==> src/rtl/branch_resolve_if.sv <==
// Branch resolve unit bus: fetch-side prediction push, execute-side
// resolution, BTB update / redirect outputs and optional statistics.
// The unit uses the slave modport; the fetch/execute side uses master.
interface branch_resolve_if #(
    parameter int PTR_BITS = 3
);
    logic                pred_valid;
    logic [31:0]         pred_pc;
    logic                pred_hit;
    logic [31:0]         pred_target;
    logic                pred_ready;
    logic                res_valid;
    logic                res_taken;
    logic [31:0]         res_target;
    logic                res_ready;
    logic                flush_in;
    logic                upd_valid;
    logic [31:0]         upd_pc;
    logic                upd_taken;
    logic [31:0]         upd_target;
    logic                redirect;
    logic [31:0]         redirect_pc;
    logic [PTR_BITS:0]   occupancy;
    logic [31:0]         stat_resolved;
    logic [31:0]         stat_mispred;

    modport master (
        output pred_valid, pred_pc, pred_hit, pred_target,
        output res_valid, res_taken, res_target, flush_in,
        input  pred_ready, res_ready,
        input  upd_valid, upd_pc, upd_taken, upd_target,
        input  redirect, redirect_pc, occupancy,
        input  stat_resolved, stat_mispred
    );

    modport slave (
        input  pred_valid, pred_pc, pred_hit, pred_target,
        input  res_valid, res_taken, res_target, flush_in,
        output pred_ready, res_ready,
        output upd_valid, upd_pc, upd_taken, upd_target,
        output redirect, redirect_pc, occupancy,
        output stat_resolved, stat_mispred
    );
endinterface

==> src/rtl/branch_resolve_unit.sv <==
// Branch resolve unit: in-order queue of fetch-time BTB predictions.
// The oldest entry is compared against the execute-stage outcome; every
// resolve produces a registered BTB update, a mispredict additionally
// produces a one-cycle fetch redirect and discards all younger entries.
// Optional statistics counters are enabled with the macro BRU_STATS_EN.
module branch_resolve_unit #(
    parameter int DEPTH    = 8,
    parameter int PTR_BITS = 3
) (
    input  logic                    clk,
    input  logic                    rst_n,
    branch_resolve_if.slave         bus
);

    localparam logic [PTR_BITS:0] FULL_CNT = (PTR_BITS+1)'(DEPTH);
    localparam logic [PTR_BITS:0] ONE_CNT  = (PTR_BITS+1)'(1);

    // Prediction storage (data only, never reset)
    logic [31:0]         pc_mem_q  [DEPTH];
    logic                hit_mem_q [DEPTH];
    logic [31:0]         tgt_mem_q [DEPTH];

    logic [PTR_BITS-1:0] wr_ptr_q, wr_ptr_d;
    logic [PTR_BITS-1:0] rd_ptr_q, rd_ptr_d;
    logic [PTR_BITS:0]   count_q,  count_d;

    logic                upd_valid_q,   upd_valid_d;
    logic [31:0]         upd_pc_q,      upd_pc_d;
    logic                upd_taken_q,   upd_taken_d;
    logic [31:0]         upd_target_q,  upd_target_d;
    logic                redirect_q,    redirect_d;
    logic [31:0]         redirect_pc_q, redirect_pc_d;

    logic                full, empty, pred_ready;
    logic                push, pop, mispred, push_store;
    logic [31:0]         head_pc, head_tgt;
    logic                head_hit;

    assign full       = (count_q == FULL_CNT);
    assign empty      = (count_q == '0);
    // Wrong-path fetch is blocked while the redirect pulse is out
    assign pred_ready = !full && !redirect_q;

    assign head_pc  = pc_mem_q[rd_ptr_q];
    assign head_hit = hit_mem_q[rd_ptr_q];
    assign head_tgt = tgt_mem_q[rd_ptr_q];

    assign push = bus.pred_valid && pred_ready && !bus.flush_in;
    assign pop  = bus.res_valid && !empty && !bus.flush_in;

    assign mispred = (head_hit != bus.res_taken) ||
                     (head_hit && bus.res_taken && (head_tgt != bus.res_target));

    // A push coinciding with a mispredict is younger than the head and is dropped
    assign push_store = push && !(pop && mispred);

    // Write accepted predictions into the circular buffer
    always_ff @(posedge clk) begin
        if (push_store) begin
            pc_mem_q[wr_ptr_q]  <= bus.pred_pc;
            hit_mem_q[wr_ptr_q] <= bus.pred_hit;
            tgt_mem_q[wr_ptr_q] <= bus.pred_target;
        end
    end

    // Next-state for pointers, count and registered outputs
    always_comb begin
        wr_ptr_d      = wr_ptr_q;
        rd_ptr_d      = rd_ptr_q;
        count_d       = count_q;
        upd_valid_d   = 1'b0;
        redirect_d    = 1'b0;
        upd_pc_d      = upd_pc_q;
        upd_taken_d   = upd_taken_q;
        upd_target_d  = upd_target_q;
        redirect_pc_d = redirect_pc_q;

        if (bus.flush_in) begin
            wr_ptr_d = '0;
            rd_ptr_d = '0;
            count_d  = '0;
        end else if (pop && mispred) begin
            rd_ptr_d = rd_ptr_q + 1'b1;
            wr_ptr_d = rd_ptr_q + 1'b1;
            count_d  = '0;
        end else begin
            if (push) wr_ptr_d = wr_ptr_q + 1'b1;
            if (pop)  rd_ptr_d = rd_ptr_q + 1'b1;
            if (push && !pop)      count_d = count_q + ONE_CNT;
            else if (pop && !push) count_d = count_q - ONE_CNT;
        end

        if (pop) begin
            upd_valid_d  = 1'b1;
            upd_pc_d     = head_pc;
            upd_taken_d  = bus.res_taken;
            upd_target_d = bus.res_target;
            if (mispred) begin
                redirect_d    = 1'b1;
                redirect_pc_d = bus.res_taken ? bus.res_target : head_pc + 32'd4;
            end
        end
    end

    // Control and output registers
    always_ff @(posedge clk or negedge rst_n) begin
        if (!rst_n) begin
            wr_ptr_q      <= '0;
            rd_ptr_q      <= '0;
            count_q       <= '0;
            upd_valid_q   <= 1'b0;
            upd_pc_q      <= '0;
            upd_taken_q   <= 1'b0;
            upd_target_q  <= '0;
            redirect_q    <= 1'b0;
            redirect_pc_q <= '0;
        end else begin
            wr_ptr_q      <= wr_ptr_d;
            rd_ptr_q      <= rd_ptr_d;
            count_q       <= count_d;
            upd_valid_q   <= upd_valid_d;
            upd_pc_q      <= upd_pc_d;
            upd_taken_q   <= upd_taken_d;
            upd_target_q  <= upd_target_d;
            redirect_q    <= redirect_d;
            redirect_pc_q <= redirect_pc_d;
        end
    end

`ifdef BRU_STATS_EN
    logic [31:0] stat_resolved_q, stat_mispred_q;

    // Free-running wrap-around statistics; flush does not clear them
    always_ff @(posedge clk or negedge rst_n) begin
        if (!rst_n) begin
            stat_resolved_q <= '0;
            stat_mispred_q  <= '0;
        end else begin
            if (pop)            stat_resolved_q <= stat_resolved_q + 32'd1;
            if (pop && mispred) stat_mispred_q  <= stat_mispred_q + 32'd1;
        end
    end

    assign bus.stat_resolved = stat_resolved_q;
    assign bus.stat_mispred  = stat_mispred_q;
`else
    assign bus.stat_resolved = '0;
    assign bus.stat_mispred  = '0;
`endif

    assign bus.pred_ready  = pred_ready;
    assign bus.res_ready   = !empty;
    assign bus.upd_valid   = upd_valid_q;
    assign bus.upd_pc      = upd_pc_q;
    assign bus.upd_taken   = upd_taken_q;
    assign bus.upd_target  = upd_target_q;
    assign bus.redirect    = redirect_q;
    assign bus.redirect_pc = redirect_pc_q;
    assign bus.occupancy   = count_q;

endmodule
==> src/flat_wrapper.sv <==
// flat-port wrapper written by rule: the top's interface ports become plain ports
module branch_resolve_unit_flat 
#(
    parameter int DEPTH    = 8,
    parameter int PTR_BITS = 3
)
  (clk, rst_n, bus_pred_valid, bus_pred_pc, bus_pred_hit, bus_pred_target, bus_res_valid, bus_res_taken, bus_res_target, bus_flush_in, bus_pred_ready, bus_res_ready, bus_upd_valid, bus_upd_pc, bus_upd_taken, bus_upd_target, bus_redirect, bus_redirect_pc, bus_occupancy, bus_stat_resolved, bus_stat_mispred);
  branch_resolve_if #(.PTR_BITS(PTR_BITS)) bus_i ();
  input  logic clk;
  input  logic rst_n;
  input wire logic [$bits(bus_i.pred_valid)-1:0] bus_pred_valid;
  input wire logic [$bits(bus_i.pred_pc)-1:0] bus_pred_pc;
  input wire logic [$bits(bus_i.pred_hit)-1:0] bus_pred_hit;
  input wire logic [$bits(bus_i.pred_target)-1:0] bus_pred_target;
  input wire logic [$bits(bus_i.res_valid)-1:0] bus_res_valid;
  input wire logic [$bits(bus_i.res_taken)-1:0] bus_res_taken;
  input wire logic [$bits(bus_i.res_target)-1:0] bus_res_target;
  input wire logic [$bits(bus_i.flush_in)-1:0] bus_flush_in;
  output wire logic [$bits(bus_i.pred_ready)-1:0] bus_pred_ready;
  output wire logic [$bits(bus_i.res_ready)-1:0] bus_res_ready;
  output wire logic [$bits(bus_i.upd_valid)-1:0] bus_upd_valid;
  output wire logic [$bits(bus_i.upd_pc)-1:0] bus_upd_pc;
  output wire logic [$bits(bus_i.upd_taken)-1:0] bus_upd_taken;
  output wire logic [$bits(bus_i.upd_target)-1:0] bus_upd_target;
  output wire logic [$bits(bus_i.redirect)-1:0] bus_redirect;
  output wire logic [$bits(bus_i.redirect_pc)-1:0] bus_redirect_pc;
  output wire logic [$bits(bus_i.occupancy)-1:0] bus_occupancy;
  output wire logic [$bits(bus_i.stat_resolved)-1:0] bus_stat_resolved;
  output wire logic [$bits(bus_i.stat_mispred)-1:0] bus_stat_mispred;
  assign bus_i.pred_valid = bus_pred_valid;
  assign bus_i.pred_pc = bus_pred_pc;
  assign bus_i.pred_hit = bus_pred_hit;
  assign bus_i.pred_target = bus_pred_target;
  assign bus_i.res_valid = bus_res_valid;
  assign bus_i.res_taken = bus_res_taken;
  assign bus_i.res_target = bus_res_target;
  assign bus_i.flush_in = bus_flush_in;
  assign bus_pred_ready = bus_i.pred_ready;
  assign bus_res_ready = bus_i.res_ready;
  assign bus_upd_valid = bus_i.upd_valid;
  assign bus_upd_pc = bus_i.upd_pc;
  assign bus_upd_taken = bus_i.upd_taken;
  assign bus_upd_target = bus_i.upd_target;
  assign bus_redirect = bus_i.redirect;
  assign bus_redirect_pc = bus_i.redirect_pc;
  assign bus_occupancy = bus_i.occupancy;
  assign bus_stat_resolved = bus_i.stat_resolved;
  assign bus_stat_mispred = bus_i.stat_mispred;
  branch_resolve_unit #(.DEPTH(DEPTH), .PTR_BITS(PTR_BITS)) u_core (.clk(clk), .rst_n(rst_n), .bus(bus_i));
endmodule
==> config.mk <==
export PLATFORM = sky130hd
export DESIGN_NAME = branch_resolve_unit_flat
export DESIGN_NICKNAME = d
export VERILOG_FILES = /design/src/rtl/branch_resolve_if.sv /design/src/rtl/branch_resolve_unit.sv /design/src/flat_wrapper.sv
export SDC_FILE = /design/constraint.sdc
export NUM_CORES = 1
export LEC_CHECK = 0
export CORE_AREA = 2 2 244 246
export CTS_CLUSTER_DIAMETER = 40
export DETAILED_ROUTE_END_ITERATION = 8
export DIE_AREA = 0 0 246 248
export MAX_ROUTING_LAYER = met4
export PLACE_DENSITY = 0.72
export SLEW_MARGIN = 15
export SYNTH_ARGS = -nofsm -noshare
export SYNTH_HDL_FRONTEND = slang
export SYNTH_SLANG_ARGS = --single-unit
export TNS_END_PERCENT = 50
==> constraint.sdc <==
create_clock -name clk -period 8.2 [get_ports clk]
set_clock_uncertainty 0.05 [all_clocks]
set_input_delay 0.82 -clock clk [delete_from_list [all_inputs] [get_ports clk]]
set_output_delay 0.82 -clock clk [all_outputs]
set_load 0.01 [all_outputs]
Word level (Yosys, flattened, before mapping)
Memories as Yosys holds them, arrays and structs flattened.
Cells that the tools add are included.
Word-level totals
  bits in registers: 109
  bits in latches: 0
  RAM bits: 520
  memory bits (read-only): 0
  input bits: 103
  output and inout port bits: 169
  memories kept: 3
Cells by class
  $add $sub $neg: 5
  multipliers: 0
  divide/modulo/power cells: 0
  $lt $le $gt $ge: 0
  equality and inequality tests: 3
  shift-type cells: 0
  multiplexer cells: 16
  bitwise logic cells: 0
  reduce and logical (&&, ||, !) cells: 24
Memory list
  u_core.pc_mem_q: words 8, width 32, read ports 1, clocked after Yosys merged registers in 0, write ports 1, RTL line branch_resolve_unit.sv:19  | logic [31:0] pc_mem_q [DEPTH];
  u_core.tgt_mem_q: words 8, width 32, read ports 1, clocked after Yosys merged registers in 0, write ports 1, RTL line branch_resolve_unit.sv:21  | logic [31:0] tgt_mem_q [DEPTH];
  u_core.hit_mem_q: words 8, width 1, read ports 1, clocked after Yosys merged registers in 0, write ports 1, RTL line branch_resolve_unit.sv:20  | logic hit_mem_q [DEPTH];
Operator list (number)
  32-bit by 3-bit adder with 32-bit output (second input constant): 1
  32-bit two-way mux: 1
  32-bit != test: 1
  3-bit two-way mux: 6
  4-bit two-way mux: 4
  1-bit logical AND: 11
  1-bit zero test: 7
  3-bit by 1-bit adder with 3-bit output (second input constant): 2
  3-bit nonzero test: 2
  1-bit two-way mux: 5
  4-bit by 1-bit adder with 4-bit output (second input constant): 1
  4-bit == test (second input constant): 1
  4-bit zero test: 1
  4-bit nonzero test: 1
  4-bit by 1-bit subtractor with 4-bit output (second input constant): 1
  2-bit AND reduction: 1
  1-bit logical OR: 1
  1-bit != test: 1

Depth between registers and ports, before layout
Gate-level depths: netlist (run 1).
  depth after elaboration: 11
  gate-level depth with buffers: 14
  depth with buffers taken out: 11

Worst setup path after synthesis (run 1)
OpenSTA, ideal clock, no wires.
  kind: register to register
  from: register u_core.rd_ptr_q[0]
  to: memory u_core.hit_mem_q[0], enable pin
  arrival: 5729 ps
  setup slack: 1932 ps
  stages on the path, launching flop included: 15
  path buffers: 7
  cells stage by stage: dfrtp_1 > buf_6 > buf_12 > buf_12 > buf_4 > buf_6 > buf_2 > mux4_2 > mux2_2 > ha_1 > nand2_1 > o21a_2 > inv_2 > buf_1 > nor2_1
Between the ends
  word-level cells in the longest chain between the ends: 9
  elaborated cells on any way between the ends: 12
  classes of those cells: eq/ne (2); mux (2); reduce/logical (6); memory (2)
Ends and longest elaborated chain
  start, declared: RTL line branch_resolve_unit.sv:24  | logic [PTR_BITS-1:0] rd_ptr_q, rd_ptr_d;
  start signal, assigned: RTL line branch_resolve_unit.sv:119  | rd_ptr_q <= rd_ptr_d;
  memory 8 x 32 bit / memory 8 x 1 bit (equally long branches)
  32-bit != test / 1-bit logical AND (equally long branches): RTL line branch_resolve_unit.sv:52  | (head_hit && bus.res_taken && (head_tgt != bus.res_target));
  1-bit logical AND: RTL line branch_resolve_unit.sv:52
  1-bit logical OR (*): RTL line branch_resolve_unit.sv:51  | assign mispred = (head_hit != bus.res_taken) ||
  1-bit logical AND (*): RTL line branch_resolve_unit.sv:55  | assign push_store = push && !(pop && mispred);
  1-bit zero test (*): RTL line branch_resolve_unit.sv:55
  1-bit logical AND (*): RTL line branch_resolve_unit.sv:55
  1-bit two-way mux (*): RTL line branch_resolve_unit.sv:59  | if (push_store) begin
  1-bit two-way mux (not written as such) (*): RTL line branch_resolve_unit.sv:61  | hit_mem_q[wr_ptr_q] <= bus.pred_hit;
  end, declared: RTL line branch_resolve_unit.sv:20
Every way passes the cells marked *; elsewhere a longest branch is shown, timed or not.

Worst setup path after layout (run 1)
  from: register u_core.rd_ptr_q[0]
  to: memory u_core.tgt_mem_q[6][19], enable pin
Between the ends
  word-level cells in the longest chain between the ends: 9
  elaborated cells on any way between the ends: 12
  classes of those cells: eq/ne (2); mux (2); reduce/logical (6); memory (2)
Ends and longest elaborated chain
  memory 8 x 32 bit / memory 8 x 1 bit (equally long branches)
  32-bit != test / 1-bit logical AND (equally long branches): RTL line branch_resolve_unit.sv:52
  1-bit logical AND: RTL line branch_resolve_unit.sv:52
  1-bit logical OR (*): RTL line branch_resolve_unit.sv:51
  1-bit logical AND (*): RTL line branch_resolve_unit.sv:55
  1-bit zero test (*): RTL line branch_resolve_unit.sv:55
  1-bit logical AND (*): RTL line branch_resolve_unit.sv:55
  1-bit two-way mux (*): RTL line branch_resolve_unit.sv:59
  1-bit two-way mux (not written as such) (*): RTL line branch_resolve_unit.sv:62  | tgt_mem_q[wr_ptr_q] <= bus.pred_target;
  end, declared: RTL line branch_resolve_unit.sv:21
Marks and branches as above.

==> results of run 1 <==
metrics by stage:
step                      worst slack, ns  hold WS, ns  cells  power (uW)
after floorplan                     1.932       0.4744   1517        5764
after global placement              2.687       0.4190   2393        6737
after detailed placement            2.570       0.4292   2393        6791
after CTS                           2.439       0.2069   2555       10590
after global routing                2.152       0.2634   2563       10930
final                               2.520       0.2027   2563       10510
state kept, by name, indices dropped and copies added, names as in the netlist:
register / count
u_core.pc_mem_q: 256
u_core.tgt_mem_q: 256
u_core.bus.redirect_pc: 32
u_core.bus.upd_pc: 32
u_core.bus.upd_target: 32
u_core.hit_mem_q: 8
u_core.bus.occupancy: 4
u_core.rd_ptr_q: 3
u_core.wr_ptr_q: 3
u_core.bus.redirect: 1
u_core.bus.upd_taken: 1
u_core.bus.upd_valid: 1
synth_stat cells (4+ instances only):
cell type	count	area, sq um
mux4_2	93	2095
mux2i_1	98	980.9
xnor2_1	5	43.79
mux2_1	18	202.7
and3_1	32	200.2
buf_6	9	101.4
nand3_1	9	45.04
o21ai_0	27	135.1
o22a_1	16	140.1
buf_4	80	600.6
mux4_1	5	131.4
a21oi_1	66	330.3
buf_1	7	26.28
nor2b_1	4	25.02
nand4_1	7	43.79
nand2_1	40	150.1
nor4_2	7	87.58
nand2b_1	36	225.2
clkbuf_1	17	63.81
mux2_2	52	585.6
ha_1	6	75.07
inv_1	7	26.28
a22oi_1	32	240.2
edfxtp_1	520	15610
nor2_1	54	202.7
xor2_1	30	262.8
nor3_1	14	70.07
buf_2	15	75.07
dfrtp_1	109	2728
worst max-delay path, cell delays in order, from the launching register on:
cell and delay [ns]:
dfrtp_4 0.91, buf_4 0.64, mux4_2 0.58, nand2b_1 0.19, a21oi_1 0.20, o22a_1 0.15
nand4_1 0.11, nor4_1 0.45, o21a_2 0.27, inv_2 0.23, nor2_4 0.71, buf_4 0.72
cells by family after synthesis:
kind of cell | synth area share, %
AOI/OAI and AO/OA | 3.729
xor gates and xnor gates | 1.182
adders and majority gates | 0.3666
buffers and inverters | 3.748
DFF | 70.72
muxes | 15.51
other | 0.01446
and+or+nand+nor | 4.728
layer usage:
| metal | vias up | track usage [%] |
|---|---|---|
| met3 | 116 | 5.742 |
| met1 | 7257 | 27.40 |
| met4 | 0 | 9.483 |
| li1 | 6131 | - |
| met5 | - | - |
| met2 | 701 | 33.37 |
report_power, final:
group          switching [uW]  internal (uW)
clock network            1490           2300
registers                 264           3870
logic                    1300           1290
placed cells by master (no fill, tap or decap), drive strengths merged, types with 32 or more instances in the layout:
| cell type | n |
|---|---|
| mux4 | 98 |
| mux2i | 100 |
| a21oi | 66 |
| conb | 64 |
| edfxtp | 520 |
| nor2 | 54 |
| clkdlybuf4s50 | 205 |
| nand2 | 41 |
| a22oi | 32 |
| clkbuf | 97 |
| mux2 | 70 |
| and3 | 32 |
| dfrtp | 109 |
| nand2b | 36 |
worst paths after layout:
path | from | to | slack (ns)
hold / removal | rst_n | u_core.bus.redirect_pc[27] | 0.20
min in group clk | u_core.bus.redirect_pc[6] | u_core.bus.redirect_pc[6] | 0.44
hold reg to reg | u_core.bus.redirect_pc[6] | u_core.bus.redirect_pc[6] | 0.44
setup / recovery | u_core.rd_ptr_q[0] | u_core.tgt_mem_q[6][19] | 2.52
setup reg to reg | u_core.rd_ptr_q[0] | u_core.tgt_mem_q[6][19] | 2.52
max in group asynchronous | rst_n | u_core.rd_ptr_q[1] | 6.56
final cells by class:
class / instances / area [sq um]
flip-flops and latches: 629 / 18350
clock inverters: 65 / 739.5
repair buffers: 236 / 2315
diodes: 7 / 17.52
fillers: 4455 / 26860
well taps: 773 / 967.2
clock buffers: 97 / 2235
inverters: 8 / 30.03
multi-input cells: 748 / 6940
==> run metrics, run 1 <==
Clock Root Buffer=clkbuf_16; # hold bufs at CTS=0; Layout area overhead=21.83%; status=finished clean; # DRC=0; final hold vios=0; routability cong.=0.7851; Finished Cell Area=0.03160 sq mm; Tcrit/Tclk final=69.26%; Setup TNS=0 ns; row count=89; Final nets=1,819; Final min period=5.680 ns; Final setup violation count=0; Initial Utilization=44.36%; die height=248 um; clk_lat worst skew=0.64 ns; wire per inst=25.05 um; wire length on met2=30,850 um; top layer in use=met4; Die Wd=246 um; core area=0.05846 sq mm; DRT Pass-1 Iters=5; number of max-cap violations=0; clk sink count=629; CTS buffer count=86; Longest Clk Path Bufs=3; initial antenna violation count=7; H-tree Lvls=3; Yosys Warn Count=0; Area after DPL=0.02858 sq mm; kind of critical path=flip-flop to flip-flop; P_leak=0.01074 uW; Synth cell types=58; Slew HR=22.05%; EDFF count, synth=520; endpoint class of the critical path=flip-flop; Initial DRC Count=1,171; arrival time worst endpoint=5.88 ns; HPWL after DPL=41,470 um; WP data required=8.40 ns; fmax=176.1 MHz; antenna-violating nets left=0; Port-buffer cells=207; mapped cell area=0.02594 sq mm; # IOs=272; final slew viol count=0; postcts setup bufs=0; # resized after CTS=0; vias in the first global route=14.52k; synthesized flop and latch total=629; sequential-to-total area share from yosys stat=70.72%; DR vias=14.21k; first-pass GRT wire length=93,330 um; top_reg_cell synth=edfxtp_1; largest net degree at the start of global routing=66; P per Cell Area=332.7 mW/mm^2; GR Overflow Total=0; VDD IR-drop max=0.0002132 V; FF-to-FF path depth=11; met1 WL=25,750 um; GRT Overall Usage=21.76%; routed wl met3=5551 um; Slew @ Worst Pin=1.166 ns; startpoint class of the critical path=flip-flop; die area=0.06101 sq mm; Synth async-reset ratio=17.33%; hold crit path type=input port to async pin; fraction of layout cells with a size suffix above 1=20.30%; post-synthesis cell count=1,454; CTS tree=done; CP max FO=43; syn_area_per_cell=17.84 sq um; Via density=5.542; post-route core utilization=54.05%; CTS clk-pin slew, worst paths=0.06 ns; Total Wirelength=64,210 um; RSZ-0062 raised after global routing=false
Note: power is estimated with default switching activity, not from simulation.
==> run 2: changes to the inputs <==
==> constraint.sdc (replaced) <==
create_clock -name clk -period 5.4 [get_ports clk]
set_clock_uncertainty 0.05 [all_clocks]
set_input_delay 0.54 -clock clk [delete_from_list [all_inputs] [get_ports clk]]
set_output_delay 0.54 -clock clk [all_outputs]
set_load 0.01 [all_outputs]
==> run 2 against run 1 <==
Count of clock-buffer cells in the layout increased by 9. Via count grew 0.65%. Cell area up 0.78%. Hold slack gained 0.25 ns. Largest cell class unchanged.
==> run metrics, run 2 (synthesized netlist as in run 1, its figures left out) <==
# DRC=0 (unchanged); Critical-path top delay cell=dfrtp_4 (unchanged); wire per inst=24.98 um (was 25.05 um); WP data required=5.88 ns (was 8.40 ns); Slew HR=43.77% (was 22.05%); vias in the first global route=14.34k (was 14.52k); Port-buffer cells=207 (unchanged); commonest non-fill, non-tap cells in the layout=edfxtp_1 (520), clkdlybuf4s50_1 (205), dfrtp_1 (106) (unchanged); postcts setup bufs=0 (unchanged); Initial DRC Count=1,321 (was 1,171); crit path cell chain=buf_4 -> buf_4 -> mux4_2 -> mux2i_1 -> inv_1 -> ha_1 -> inv_1 -> a211oi_2 -> nand2_2 -> nor3_1 -> xor2_1 -> o21ai_0 -> mux2_2 (was buf_4 -> mux4_2 -> nand2b_1 -> a21oi_1 -> o22a_1 -> nand4_1 -> nor4_1 -> o21a_2 -> inv_2 -> nor2_4 -> buf_4); crit-path max cell delay=0.77 ns (was 0.91 ns); RSZ-0062 raised after global routing=false (unchanged); H-tree Lvls=3 (unchanged); CTS clk-pin slew, worst paths=0.05 ns (was 0.06 ns); Top Registers=u_core.pc_mem_q (256), u_core.tgt_mem_q (256) (unchanged); final slew viol count=0 (unchanged); Final min period=4.667 ns (was 5.680 ns); Total Wirelength=64,540 um (was 64,210 um); clk_lat worst skew=0.65 ns (was 0.64 ns); hold crit path type=flip-flop to flip-flop (was input port to async pin); row count=89 (unchanged); antenna-violating nets left=0 (unchanged); VDD IR-drop max=0.0004184 V (was 0.0002132 V); Tcrit/Tclk final=86.43% (was 69.26%); Initial Utilization=44.36% (unchanged); # IOs=272 (unchanged); die area=0.06101 sq mm (unchanged); kind of critical path=flip-flop to flip-flop (unchanged); HPWL after DPL=39,730 um (was 41,470 um); CP max FO=34 (was 43); DRT Pass-1 Iters=5 (unchanged); GRT Overall Usage=21.85% (was 21.76%); commonest non-fill, non-tap cell in the layout=edfxtp_1 (unchanged); Setup WS post-layout=0.7327 ns (was 2.520 ns); pre-CTS setup slack=0.7599 ns (was 2.570 ns); Clock Root Buffer=clkbuf_16 (unchanged); Die Wd=246 um (unchanged); Fill cells=4,513 (was 4,455); Final setup violation count=0 (unchanged); Finished Cell Area=0.03185 sq mm (was 0.03160 sq mm); fraction of layout cells with a size suffix above 1=20.88% (was 20.30%); DR vias=14.30k (was 14.21k); Top Family by Delay on Critical Path=buffers and inverters (unchanged); first-pass GRT wire length=93,480 um (was 93,330 um); Layout area overhead=22.78% (was 21.83%); arrival time worst endpoint=5.15 ns (was 5.88 ns); status=finished clean (unchanged); P_leak=0.01082 uW (was 0.01074 uW); die height=248 um (unchanged); Longest Clk Path Bufs=3 (unchanged); P per Cell Area=506.4 mW/mm^2 (was 332.7 mW/mm^2); core area=0.05846 sq mm (unchanged); Final nets=1,833 (was 1,819); Via density=5.533 (was 5.542); number of max-cap violations=0 (unchanged); largest net degree at the start of global routing=66 (unchanged); GR Overflow Total=0 (unchanged); crit path buf inv count=4 (was 3); Area after DPL=0.02878 sq mm (was 0.02858 sq mm); endpoint class of the critical path=flip-flop (unchanged); multi-input logic area=0.006930 sq mm (was 0.006940 sq mm); startpoint class of the critical path=flip-flop (unchanged); fmax=214.3 MHz (was 176.1 MHz); FF+latch area=0.01835 sq mm (unchanged); routability cong.=0.7979 (was 0.7851); final hold vios=0 (unchanged); Slew @ Worst Pin=0.8434 ns (was 1.166 ns); CTS tree=done (unchanged); CTS buffer count=90 (was 86); clk sink count=629 (unchanged); initial antenna violation count=11 (was 7); Setup TNS=0 ns (unchanged)
run 2: worst register-to-register path, delay by kind of cell (launching register included):
kind / cells / cell delay, ns
AO/OA/AOI/OAI: 2 / 0.57
flip-flops: 1 / 0.77
adder cells (fa/ha/maj): 1 / 0.16
multiplexers: 3 / 0.77
XOR/XNOR: 1 / 0.28
AND/OR/NAND/NOR: 2 / 0.59
buffers and inverters: 4 / 1.39
run 2: final cells by class:
type,count,area share (%)
diodes,10,0.07858
clock buffers,106,7.453
clock inverters,64,2.059
inverters,8,0.09430
multi-input cells,748,21.76
flip-flops and latches,629,57.63
well taps,773,3.037
repair buffers,246,7.882
run 2: routing by layer:
| layer | track usage [%] | up-vias | share of wire, % |
|---|---|---|---|
| met1 | 27.94 | 7365 | 41 |
| met4 | 8.271 | 0 | 2.6 |
| met3 | 4.877 | 97 | 7.1 |
| met2 | 34.29 | 653 | 49 |
| met5 | - | - | 0 |
| li1 | - | 6182 | - |
run 2: where the power goes:
part | internal (uW) | total [uW] | switching, uW
clock | 3400 | 5740 | 2340
sequential | 5880 | 6360 | 479
combinational | 2050 | 4030 | 1980
run 2: per-stage QoR:
stage | util, % | total power [uW] | cells | hold WS (ns)
floorplan | - | 8752 | 1517 | 0.1944
global placement | 49.23 | 10390 | 2403 | 0.4318
detailed placement | 49.23 | 10480 | 2403 | 0.4362
CTS | 54.43 | 16250 | 2574 | 0.4392
global route | 54.47 | 16790 | 2583 | 0.4641
finish | 54.47 | 16130 | 2584 | 0.4481
run 2: worst paths after layout:
| kind | from | end | slack (ns) | cells past startpoint |
|---|---|---|---|---|
| setup / recovery | u_core.rd_ptr_q[2] | u_core.bus.redirect_pc[20] | 0.73 | 13 |
| hold / removal | u_core.bus.redirect_pc[1] | u_core.bus.redirect_pc[1] | 0.45 | 1 |
| setup reg to reg | u_core.rd_ptr_q[2] | u_core.bus.redirect_pc[20] | 0.73 | 13 |
| hold reg to reg | u_core.bus.redirect_pc[1] | u_core.bus.redirect_pc[1] | 0.45 | 1 |
| max in group asynchronous | rst_n | u_core.bus.upd_target[23] | 3.52 | 3 |
| min in group asynchronous | rst_n | u_core.bus.upd_valid | 0.46 | 2 |
run 2: what timing repair did:
action                    in CTS  in global routing
resized for setup              0                  0
hold buffers                   1                  0
hold endpoints to repair      54                  0
